===== config.mk =====
export PLATFORM = sky130hd
export DESIGN_NAME = fmul_mant_iter_flat
export DESIGN_NICKNAME = d
export VERILOG_FILES = /design/src/rtl/fpu_pkg.sv /design/src/rtl/fmul_mant_iter_if.sv /design/src/rtl/fmul_unpack.sv /design/src/rtl/fmul_mant_iter.sv /design/src/flat_wrapper.sv
export SDC_FILE = /design/constraint.sdc
export NUM_CORES = 1
export LEC_CHECK = 0
export BUFFER_PORTS_ARGS = -buffer_cell sky130_fd_sc_hd__buf_2
export CORE_MARGIN = 2
export CORE_UTILIZATION = 50
export DETAILED_ROUTE_END_ITERATION = 6
export PLACE_DENSITY = 0.8
export SLEW_MARGIN = 40
export SYNTH_ARGS = -nofsm -noshare
export SYNTH_HDL_FRONTEND = slang
export SYNTH_SLANG_ARGS = --single-unit
export TNS_END_PERCENT = 10

===== constraint.sdc =====
create_clock -name clk -period 2.95 [get_ports clk]
set_input_delay 0.295 -clock clk [delete_from_list [all_inputs] [get_ports clk]]
set_output_delay 0.295 -clock clk [all_outputs]
set_load 0.01 [all_outputs]

===== src/rtl/fpu_pkg.sv =====
// rtl/fpu_pkg.sv - shared FP32 multiplier types and constants
// FSM encodings, FP32 field constants and the unpacked-operand record.
package fpu_pkg;

  typedef enum logic [1:0] {
    ST_IDLE = 2'd0,
    ST_MUL  = 2'd1,
    ST_DONE = 2'd2
  } state_t;

  localparam logic [7:0]  EXP_ALL1  = 8'hff;
  localparam logic [9:0]  BIAS      = 10'd127;
  localparam logic [22:0] QNAN_FRAC = 23'h400000;
  localparam logic [3:0]  ITER_LAST = 4'd11;

  typedef struct packed {
    logic        sign;
    logic [9:0]  exp10;
    logic [23:0] sig_a;
    logic [23:0] sig_b;
    logic        is_inf_nan;
    logic [22:0] inf_nan_frac;
  } unpack_t;

  // 3*x without a multiplier; 26 bits always holds the result.
  function automatic logic [25:0] times3(input logic [23:0] x);
    return {2'b00, x} + {1'b0, x, 1'b0};
  endfunction

endpackage


===== src/rtl/fmul_mant_iter_if.sv =====
// rtl/fmul_mant_iter_if.sv - operand/result handshake bundle of the mantissa stage
// master = upstream/downstream side, slave = the iterative multiplier.
interface fmul_mant_iter_if;
  logic        in_valid;
  logic        in_ready;
  logic [31:0] a;
  logic [31:0] b;
  logic [1:0]  rm_in;
  logic        cancel;
  logic        out_valid;
  logic        out_ready;
  logic [1:0]  rm;
  logic        sign;
  logic [9:0]  exp10;
  logic        is_inf_nan;
  logic [22:0] inf_nan_frac;
  logic [47:0] z;

  modport master (
    output in_valid, a, b, rm_in, cancel, out_ready,
    input  in_ready, out_valid, rm, sign, exp10, is_inf_nan, inf_nan_frac, z
  );

  modport slave (
    input  in_valid, a, b, rm_in, cancel, out_ready,
    output in_ready, out_valid, rm, sign, exp10, is_inf_nan, inf_nan_frac, z
  );
endinterface


===== src/rtl/fmul_unpack.sv =====
// rtl/fmul_unpack.sv - combinational FP32 operand unpack for the multiplier
// Denormals use exponent 1 and a clear hidden bit; exp10 may wrap negative.
module fmul_unpack
  import fpu_pkg::*;
(
  input  logic [31:0] i_a,
  input  logic [31:0] i_b,
  output unpack_t     o_f
);

  logic [7:0]  w_ea_raw;
  logic [7:0]  w_eb_raw;
  logic [7:0]  w_ea;
  logic [7:0]  w_eb;
  logic [22:0] w_fa;
  logic [22:0] w_fb;
  logic        w_a_inf_nan;
  logic        w_b_inf_nan;
  logic        w_a_nan;
  logic        w_b_nan;
  logic        w_a_zero;
  logic        w_b_zero;
  logic        w_inf_x_zero;

  assign w_ea_raw = i_a[30:23];
  assign w_eb_raw = i_b[30:23];
  assign w_fa     = i_a[22:0];
  assign w_fb     = i_b[22:0];

  assign w_ea = (w_ea_raw == 8'd0) ? 8'd1 : w_ea_raw;
  assign w_eb = (w_eb_raw == 8'd0) ? 8'd1 : w_eb_raw;

  assign w_a_inf_nan = (w_ea_raw == EXP_ALL1);
  assign w_b_inf_nan = (w_eb_raw == EXP_ALL1);
  assign w_a_nan     = w_a_inf_nan & (w_fa != 23'd0);
  assign w_b_nan     = w_b_inf_nan & (w_fb != 23'd0);
  assign w_a_zero    = (w_ea_raw == 8'd0) & (w_fa == 23'd0);
  assign w_b_zero    = (w_eb_raw == 8'd0) & (w_fb == 23'd0);

  // inf x 0 has no meaningful magnitude, so it is reported as a quiet NaN.
  assign w_inf_x_zero = (w_a_inf_nan & w_b_zero) | (w_b_inf_nan & w_a_zero);

  always_comb begin
    o_f              = '0;
    o_f.sign         = i_a[31] ^ i_b[31];
    o_f.exp10        = {2'b00, w_ea} + {2'b00, w_eb} - BIAS;
    o_f.sig_a        = {w_ea_raw != 8'd0, w_fa};
    o_f.sig_b        = {w_eb_raw != 8'd0, w_fb};
    o_f.is_inf_nan   = w_a_inf_nan | w_b_inf_nan;
    o_f.inf_nan_frac = (w_a_nan | w_b_nan | w_inf_x_zero) ? QNAN_FRAC : 23'd0;
  end

endmodule


===== src/rtl/fmul_mant_iter.sv =====
// rtl/fmul_mant_iter.sv - iterative radix-4 FP32 significand multiply stage
// Accepts operands in IDLE, runs 12 shift-add steps in MUL, presents the result in DONE.
module fmul_mant_iter
  import fpu_pkg::*;
(
  input  logic            clk,
  input  logic            clrn,
  fmul_mant_iter_if.slave bus
);

  state_t      r_state;
  state_t      w_next;
  unpack_t     w_unp;
  logic        w_accept;
  logic        w_in_ready;
  logic        w_out_valid;
  logic        w_last_iter;

  logic [1:0]  r_rm;
  logic        r_sign;
  logic [9:0]  r_exp10;
  logic        r_is_inf_nan;
  logic [22:0] r_inf_nan_frac;
  logic [47:0] r_z;

  logic [23:0] r_a;
  logic [25:0] r_a3;
  logic [25:0] r_acc;
  logic [23:0] r_bsr;
  logic [3:0]  r_count;
  logic [25:0] w_da;
  logic [25:0] w_sum;

  fmul_unpack u_unpack (
    .i_a (bus.a),
    .i_b (bus.b),
    .o_f (w_unp)
  );

  assign w_accept    = bus.in_valid & (r_state == ST_IDLE) & ~bus.cancel;
  assign w_last_iter = (r_count == ITER_LAST);

  always_ff @(posedge clk or negedge clrn) begin
    if (!clrn) begin
      r_state <= ST_IDLE;
    end else begin
      r_state <= w_next;
    end
  end

  // cancel outranks every other transition, including a same-cycle accept or handshake.
  always_comb begin
    w_next = r_state;
    if (bus.cancel) begin
      w_next = ST_IDLE;
    end else begin
      unique case (r_state)
        ST_IDLE: begin
          if (bus.in_valid) begin
            w_next = w_unp.is_inf_nan ? ST_DONE : ST_MUL;
          end
        end
        ST_MUL: begin
          if (w_last_iter) begin
            w_next = ST_DONE;
          end
        end
        ST_DONE: begin
          if (bus.out_ready) begin
            w_next = ST_IDLE;
          end
        end
        default: w_next = ST_IDLE;
      endcase
    end
  end

  always_comb begin
    w_in_ready  = 1'b0;
    w_out_valid = 1'b0;
    unique case (r_state)
      ST_IDLE: w_in_ready  = 1'b1;
      ST_DONE: w_out_valid = 1'b1;
      default: begin
        w_in_ready  = 1'b0;
        w_out_valid = 1'b0;
      end
    endcase
  end

  // Radix-4 digit select: the two low multiplier bits pick 0, A, 2A or 3A.
  always_comb begin
    w_da = '0;
    unique case (r_bsr[1:0])
      2'd0: w_da = '0;
      2'd1: w_da = {2'b00, r_a};
      2'd2: w_da = {1'b0, r_a, 1'b0};
      2'd3: w_da = r_a3;
      default: w_da = '0;
    endcase
  end

  // acc stays below A, so acc + 3A never overflows 26 bits.
  assign w_sum = r_acc + w_da;

  always_ff @(posedge clk or negedge clrn) begin
    if (!clrn) begin
      r_rm           <= '0;
      r_sign         <= 1'b0;
      r_exp10        <= '0;
      r_is_inf_nan   <= 1'b0;
      r_inf_nan_frac <= '0;
      r_z            <= '0;
      r_a            <= '0;
      r_a3           <= '0;
      r_acc          <= '0;
      r_bsr          <= '0;
      r_count        <= '0;
    end else if (w_accept) begin
      r_rm           <= bus.rm_in;
      r_sign         <= w_unp.sign;
      r_exp10        <= w_unp.exp10;
      r_is_inf_nan   <= w_unp.is_inf_nan;
      r_inf_nan_frac <= w_unp.inf_nan_frac;
      r_z            <= '0;
      r_a            <= w_unp.sig_a;
      r_a3           <= times3(w_unp.sig_a);
      r_acc          <= '0;
      r_bsr          <= w_unp.sig_b;
      r_count        <= '0;
    end else if (bus.cancel) begin
      r_acc          <= '0;
      r_count        <= '0;
    end else if (r_state == ST_MUL) begin
      r_acc          <= {2'b00, w_sum[25:2]};
      r_bsr          <= {w_sum[1:0], r_bsr[23:2]};
      r_count        <= r_count + 4'd1;
      if (w_last_iter) begin
        r_z <= {w_sum, r_bsr[23:2]};
      end
    end
  end

  assign bus.in_ready     = w_in_ready;
  assign bus.out_valid    = w_out_valid;
  assign bus.rm           = r_rm;
  assign bus.sign         = r_sign;
  assign bus.exp10        = r_exp10;
  assign bus.is_inf_nan   = r_is_inf_nan;
  assign bus.inf_nan_frac = r_inf_nan_frac;
  assign bus.z            = r_z;

endmodule

===== src/flat_wrapper.sv =====
// flat-port wrapper written by rule: the top's interface ports become plain ports
module fmul_mant_iter_flat import fpu_pkg::*;
  (clk, clrn, bus_in_valid, bus_a, bus_b, bus_rm_in, bus_cancel, bus_out_ready, bus_in_ready, bus_out_valid, bus_rm, bus_sign, bus_exp10, bus_is_inf_nan, bus_inf_nan_frac, bus_z);
  fmul_mant_iter_if bus_i ();
  input  logic clk;
  input  logic clrn;
  input wire logic [$bits(bus_i.in_valid)-1:0] bus_in_valid;
  input wire logic [$bits(bus_i.a)-1:0] bus_a;
  input wire logic [$bits(bus_i.b)-1:0] bus_b;
  input wire logic [$bits(bus_i.rm_in)-1:0] bus_rm_in;
  input wire logic [$bits(bus_i.cancel)-1:0] bus_cancel;
  input wire logic [$bits(bus_i.out_ready)-1:0] bus_out_ready;
  output wire logic [$bits(bus_i.in_ready)-1:0] bus_in_ready;
  output wire logic [$bits(bus_i.out_valid)-1:0] bus_out_valid;
  output wire logic [$bits(bus_i.rm)-1:0] bus_rm;
  output wire logic [$bits(bus_i.sign)-1:0] bus_sign;
  output wire logic [$bits(bus_i.exp10)-1:0] bus_exp10;
  output wire logic [$bits(bus_i.is_inf_nan)-1:0] bus_is_inf_nan;
  output wire logic [$bits(bus_i.inf_nan_frac)-1:0] bus_inf_nan_frac;
  output wire logic [$bits(bus_i.z)-1:0] bus_z;
  assign bus_i.in_valid = bus_in_valid;
  assign bus_i.a = bus_a;
  assign bus_i.b = bus_b;
  assign bus_i.rm_in = bus_rm_in;
  assign bus_i.cancel = bus_cancel;
  assign bus_i.out_ready = bus_out_ready;
  assign bus_in_ready = bus_i.in_ready;
  assign bus_out_valid = bus_i.out_valid;
  assign bus_rm = bus_i.rm;
  assign bus_sign = bus_i.sign;
  assign bus_exp10 = bus_i.exp10;
  assign bus_is_inf_nan = bus_i.is_inf_nan;
  assign bus_inf_nan_frac = bus_i.inf_nan_frac;
  assign bus_z = bus_i.z;
  fmul_mant_iter u_core (.clk(clk), .clrn(clrn), .bus(bus_i));
endmodule

---- Word-level counts from Yosys, hierarchy flattened ----
Cells that the tools add are included.
cells by class
  bitwise logic cells ..................... 14
  add/sub/neg operators ................... 5
  muxes and demuxes ....................... 25
  equality and inequality tests ........... 12
  reduce and logical (&&, ||, !) cells .... 16
operators by type and width
  operator                number
  $mux W48                4
  $pmux W26 S4            1
  $mux W26                3
  $mux W24                3
  $logic_not A23 Y1       2
  $reduce_bool A23 Y1     2
  $add A24 B25 Y26        1
  $add A26 B26 Y26        1
  $mux W23                1
  $eq A8 B8 Y1 const B    2
  $logic_not A8 Y1        2
  $mux W8                 2
  $reduce_bool A8 Y1      2
  $mux W4                 3
  $mux W2                 5
  $sub A9 B7 Y10 const B  1
  $add A8 B8 Y9           1
  $and A1 B1 Y1           8
  $eq A2 B2 Y1 const B    3
  $ne A3 B3 Y1 const B    2
  $pmux W2 S3             1
  $reduce_and A3 Y1       2
  $add A4 B1 Y4 const B   1
  $eq A2 B1 Y1 const B    2
  11 further kinds        17
word-level totals
  register bits ........................... 191
  input port bits ......................... 71

---- Depth between registers and ports, before layout ----
  depth after elaboration ................. 7
  gate-level depth with buffers ........... 14

---- Cells and area by module ----
From an unflattened synthesis, not the netlist that was laid out.
second synthesis, totals
  cells, all modules ...................... 1291
  area, all modules ....................... 11419.7 µm²
by module, submodules not included
  module          cells an instance  sequential area each (µm²)  times used  area an instance (µm²)
  fmul_mant_iter  1122               4704.5                      1           10217.3
  fmul_unpack     169                0.0                         1           1202.4

---- Worst setup path after synthesis ----
Ideal clock, no wire load.
  path kind ............................... flip-flop to flip-flop
  start ................................... register u_core.r_bsr[1]
  end ..................................... register u_core.r_z[37] (netlist: u_core.bus.z[37])
  data required time ...................... 2.815 ns
  arrival time ............................ 3.116 ns
  library setup time ...................... 0.135 ns
  period minus slack after synthesis ...... 3.251 ns
  cell stages (with the launch flop) ...... 14
  slack ................................... -0.301 ns
  cells stage by stage .................... dfrtp_1 -> clkbuf_1 -> buf_1 -> mux2_2 -> a22o_1 -> ha_1 -> buf_2 -> and4_4 -> and3_4 -> o211a_1 -> nor3_2 -> o21a_1 -> xor2_1 -> o31ai_1
on the way
  cells in the longest elaborated chain, start to end .. 7
RTL lines
  element                               line                   text
  from (decl)                           fmul_mant_iter.sv:29   logic [23:0] r_bsr;
  from (signal assigned)                fmul_mant_iter.sv:129  r_bsr <= w_unp.sig_b;
  from (signal assigned)                fmul_mant_iter.sv:136  r_bsr <= {w_sum[1:0], r_bsr[23:2]};
  $eq A2 B2 Y1 (tied with other cells)  fmul_mant_iter.sv:94   unique case (r_bsr[1:0])
  $pmux W26 S4 (*)                      fmul_mant_iter.sv:94
  $add A26 B26 Y26 (*)                  fmul_mant_iter.sv:104  assign w_sum = r_acc + w_da;
  $mux W48 (*)                          fmul_mant_iter.sv:138  if (w_last_iter) begin
  $mux W48 (*)                          fmul_mant_iter.sv:134  end else if (r_state == ST_MUL) begin
  $mux W48 (*)                          fmul_mant_iter.sv:131  end else if (bus.cancel) begin
  $mux W48 (*)                          fmul_mant_iter.sv:119  end else if (w_accept) begin
  to (signal assigned)                  fmul_mant_iter.sv:139  r_z <= {w_sum, r_bsr[23:2]};
  to (decl)                             fmul_mant_iter.sv:24   logic [47:0] r_z;
Every way passes the cells marked *; elsewhere a longest branch is shown, timed or not. The select of a mux whose other input is x is not followed.
A chain may end at the register's enable or synchronous reset.

---- Worst setup path in the final report ----
  start ................................... register u_core.r_bsr[1]
  end ..................................... register u_core.r_acc[15]
on the way
  cells in the longest elaborated chain, start to end .. 6
RTL lines
  element                               line                   text
  $eq A2 B2 Y1 (tied with other cells)  fmul_mant_iter.sv:94
  $pmux W26 S4 (*)                      fmul_mant_iter.sv:94
  $add A26 B26 Y26 (*)                  fmul_mant_iter.sv:104
  $mux W26 (*)                          fmul_mant_iter.sv:134
  $mux W26 (*)                          fmul_mant_iter.sv:131
  $mux W26 (*)                          fmul_mant_iter.sv:119
  to (signal assigned)                  fmul_mant_iter.sv:135  r_acc <= {2'b00, w_sum[25:2]};
  to (decl)                             fmul_mant_iter.sv:28   logic [25:0] r_acc;
Marks and branches as above.

==> reports/results.txt <==
# setup viols final: 5
IO Port Bufs: 135
Max-cap viol count: 0
Static Leakage: 6.151 nW
Vias: 9,131
Worst setup path category: reg2reg
CTS H-tree lvls: 4
Critical Path Start Type: flip-flop
#FFs+latches synth: 166
Layout area overhead: 20.86%
HP Class: in2reg
CTS max path bufs: 2
Critical Path Sink Type: flip-flop
Synth Area per Inst: 8.904 µm²
Die Y: 148.3 µm
Cells after synthesis: 1,169
Post-synth ARST share: 1.000
CTS sink cnt: 166
CP Data Required Time: 3.24 ns
Yosys warnings: 0
Layout net count: 1,473
Residual DRC count: 0
Worst-path clk slew: 0.07 ns
Diode count: 0
Initial Util: 0.5111
Routed Antenna Nets: 0
Setup ws final: -0.06148 ns
Cell Area, Placed: 11,520 µm²
Register area share after synthesis: 0.3991
Worst path top cell family by delay: compound AO/OA/AOI/OAI gates
Die width: 148.3 µm
Post-route cell area: 12,580 µm²
Vias in the first global route: 8,706
First-pass GRT wire length: 43.70 mm
RSZ-0062 raised after global routing: true
FP Rows: 52
Post-Route WL: 27.67 mm
Peak Freq: 332.1 MHz
CORE AREA: 20,360 µm²
Worst Tran Pin Value: 0.6979 ns
Slowest cell on crit path: dfrtp_2
Grt total ovfl: 0
Worst-skew pair later-pin latency: 0.44 ns
Worst Skew: 0.009776 ns
Top Ports: 158
CP Max Fanout: 5
Number of flops mapped to enable cells by yosys: 0
Most used flip-flop cell after synthesis: dfrtp_1
Total CTS buffers: 17
Mapped Area: 10,410 µm²
Final GP Congestion: 0.9364
Relative slew slack: 0.5347
WP buf/inv: 3
TritonCTS clock tree: done
Tot Pwr: 7.633 mW
Arr. time, crit path: 3.31 ns
DR pass1 iterations: 5
Status: finished with violations
Crit path cell chain: buf_6 -> buf_12 -> mux2_2 -> a22o_1 -> ha_4 -> buf_4 -> and4_4 -> o211a_4 -> o31a_1 -> nor2_2 -> xor2_1 -> o21ai_1
Initial drt markers: 709
Post-route minimum period: 3.011 ns
Post-DP HPWL: 20.27 mm
Layout cells sized above 1: 0.2468
Largest net degree at the start of global routing: 78
Final Hold Vio Count: 0
Total global-route track usage: 0.2489
Period utilization: 1.021
WL/cell: 17.22 µm
Crit-path max cell delay: 0.42 ns
Post-synth cell types: 84
Failing checks: setup timing
Antenna violations before repair: 0
Post-DR vias/cell: 5.682
CTS Root Cell: clkbuf_16
Filler cell count: 1,724
Die area: 21,990 µm²
Worst VDD drop: 0.0003724 V
Max Slew Vio Count: 0
PD cells: 606.7 nW/µm²
## sequential cells by signal (all words and copies together), names as in the netlist
name	cells
u_core.r_a3	26
u_core.bus.sign	1
u_core.bus.is_inf_nan	1
u_core.bus.rm	2
u_core.r_a	23
u_core.bus.inf_nan_frac	1
u_core.bus.exp10	10
u_core.r_acc	24
u_core.r_state	2
u_core.r_count	4
u_core.r_bsr	24
u_core.bus.z	48
## layer usage
| metal | track usage | wire, µm | share of wire | up-vias |
|---|---|---|---|---|
| met1 | 0.3572 | 12770 | 0.46 | 4375 |
| met3 | 0.04049 | 1491 | 0.054 | 35 |
| met2 | 0.3944 | 12940 | 0.47 | 305 |
| met5 | 0 | 0 | 0 | - |
| li1 | - | - | - | 4416 |
| met4 | 0.06619 | 473 | 0.017 | 0 |
## final cells by class
type,instances,area (µm²),share of cell area
clock buffers,21,450.4,0.03581
clock inverters,11,148.9,0.01184
inverters,43,161.4,0.01283
multi-input cells,887,6035,0.4797
flip-flops and latches,166,4155,0.3303
well taps,270,337.8,0.02685
repair buffers,209,1291,0.1026
## power by group
group / internal [mW] / leakage (nW) / switching [mW]
Clock: 1.36 / 0.284 / 0.927
Sequential: 2.68 / 2.09 / 0.293
Combinational: 1.07 / 3.78 / 1.30
Total: 5.11 / 6.15 / 2.52
## kinds of logic (layout without fill, tap and decap cells)
family	after synthesis	after routing	share of synthesized area
XOR/XNOR	40	40	0.03366
buffers and inverters	137	284	0.05962
adder cells (fa/ha/maj)	78	78	0.09593
other	1	22	0.0003603
flip-flops	166	166	0.3991
AO/OA/AOI/OAI	310	310	0.2028
multiplexers	27	27	0.02885
AND/OR/NAND/NOR	410	410	0.1797
## final timing paths
kind	endpoint	depth (start not counted)	startpoint	slack [ns]
worst min register to register	u_core.bus.z[0]$_DFFE_PN0P_	2	u_core.bus.z[0]$_DFFE_PN0P_	0.46
worst min-delay path	u_core.bus.rm[0]$_DFFE_PN0P_	3	bus_rm_in[0]	0.04
min in group asynchronous	u_core.r_a3[6]$_DFFE_PN0P_	2	clrn	0.44
worst max-delay path	u_core.r_acc[15]$_DFFE_PN0P_	12	u_core.r_bsr[1]$_DFFE_PN0P_	-0.06
worst max register to register	u_core.r_acc[15]$_DFFE_PN0P_	12	u_core.r_bsr[1]$_DFFE_PN0P_	-0.06
max in group asynchronous	u_core.bus.z[22]$_DFFE_PN0P_	3	clrn	1.72
## metrics by stage
step	setup TNS, ns	instances	util	hold WS, ns	setup WS, ns
floorplan	-0.08980	1190	-	-0.0005911	-0.03336
global placement	-2.913	1561	0.5658	0.3683	-0.2024
detailed placement	-3.152	1561	0.5659	0.3628	-0.2065
CTS	-0.06666	1599	0.6032	0.03725	-0.01982
global route	-1.215	1607	0.6177	0.06408	-0.1114
finish	-0.1609	1607	0.6177	0.04130	-0.06148
## Yosys cell counts, drive strengths merged, types with 3 or more instances
library cell | number | area (µm²)
and2 | 6 | 37.54
a211o | 3 | 26.28
nand2b | 6 | 37.54
clkbuf | 57 | 216.5
buf | 37 | 242.7
xor2 | 20 | 175.2
o211ai | 5 | 42.54
a221oi | 23 | 201.4
o21bai | 4 | 30.03
mux2 | 24 | 270.3
fa | 3 | 60.06
or3 | 3 | 23.77
or2 | 4 | 25.03
dfrtp | 166 | 4154
a31oi | 9 | 62.56
o2111ai | 3 | 26.28
nor4 | 10 | 62.56
ha | 75 | 938.4
a22o | 40 | 350.3
nand3 | 43 | 220.2
nand2 | 190 | 715.7
mux2i | 3 | 30.03
and3 | 9 | 61.31
o31ai | 11 | 106.4
nand3b | 5 | 37.54
a21oi | 52 | 264.0
nor3 | 17 | 90.09
o21a | 8 | 60.06
nand4 | 15 | 93.84
nor2b | 7 | 43.79
a22oi | 3 | 22.52
xnor2 | 20 | 175.2
nor2 | 86 | 330.3
a31o | 3 | 26.28
a21o | 20 | 151.4
inv | 43 | 161.4
a211oi | 6 | 50.05
o21ai | 102 | 514.2
## layout by cell type, fill, tap and decap left out, drive strengths merged, types with 4 or more instances in the layout
cell / Yosys / layout
a211oi: 6 / 6
a21o: 20 / 20
a21oi: 52 / 52
a221oi: 23 / 23
a22o: 40 / 40
a31oi: 9 / 9
and2: 6 / 6
and3: 9 / 9
buf: 37 / 208
clkbuf: 57 / 21
clkinv: 0 / 4
conb: 1 / 22
dfrtp: 166 / 166
ha: 75 / 75
inv: 43 / 44
mux2: 24 / 24
nand2: 190 / 190
nand2b: 6 / 6
nand3: 43 / 43
nand3b: 5 / 5
nand4: 15 / 15
nor2: 86 / 86
nor2b: 7 / 7
nor3: 17 / 17
nor4: 10 / 10
o211ai: 5 / 5
o21a: 8 / 8
o21ai: 102 / 102
o21bai: 4 / 4
o31ai: 11 / 11
or2: 4 / 4
xnor2: 20 / 20
xor2: 20 / 20
## timing repair
item | 4_1_cts | 5_1_grt
hold buffers | 1 | 0
hold endpoints to repair | 71 | 0
buffers inserted | 4 | 9
setup endpoints to repair | 27 | 34
pin swaps | 11 | 22
gates resized for setup | 18 | 50
cloned | 1 | 0
## worst min-delay path, delay by kind of cell
| family | cells | cell delay [ns] |
|---|---|---|
| buf+inv | 1 | 0.07 |
| simple gates | 2 | 0.08 |
Power figures use the tool's default switching activity.
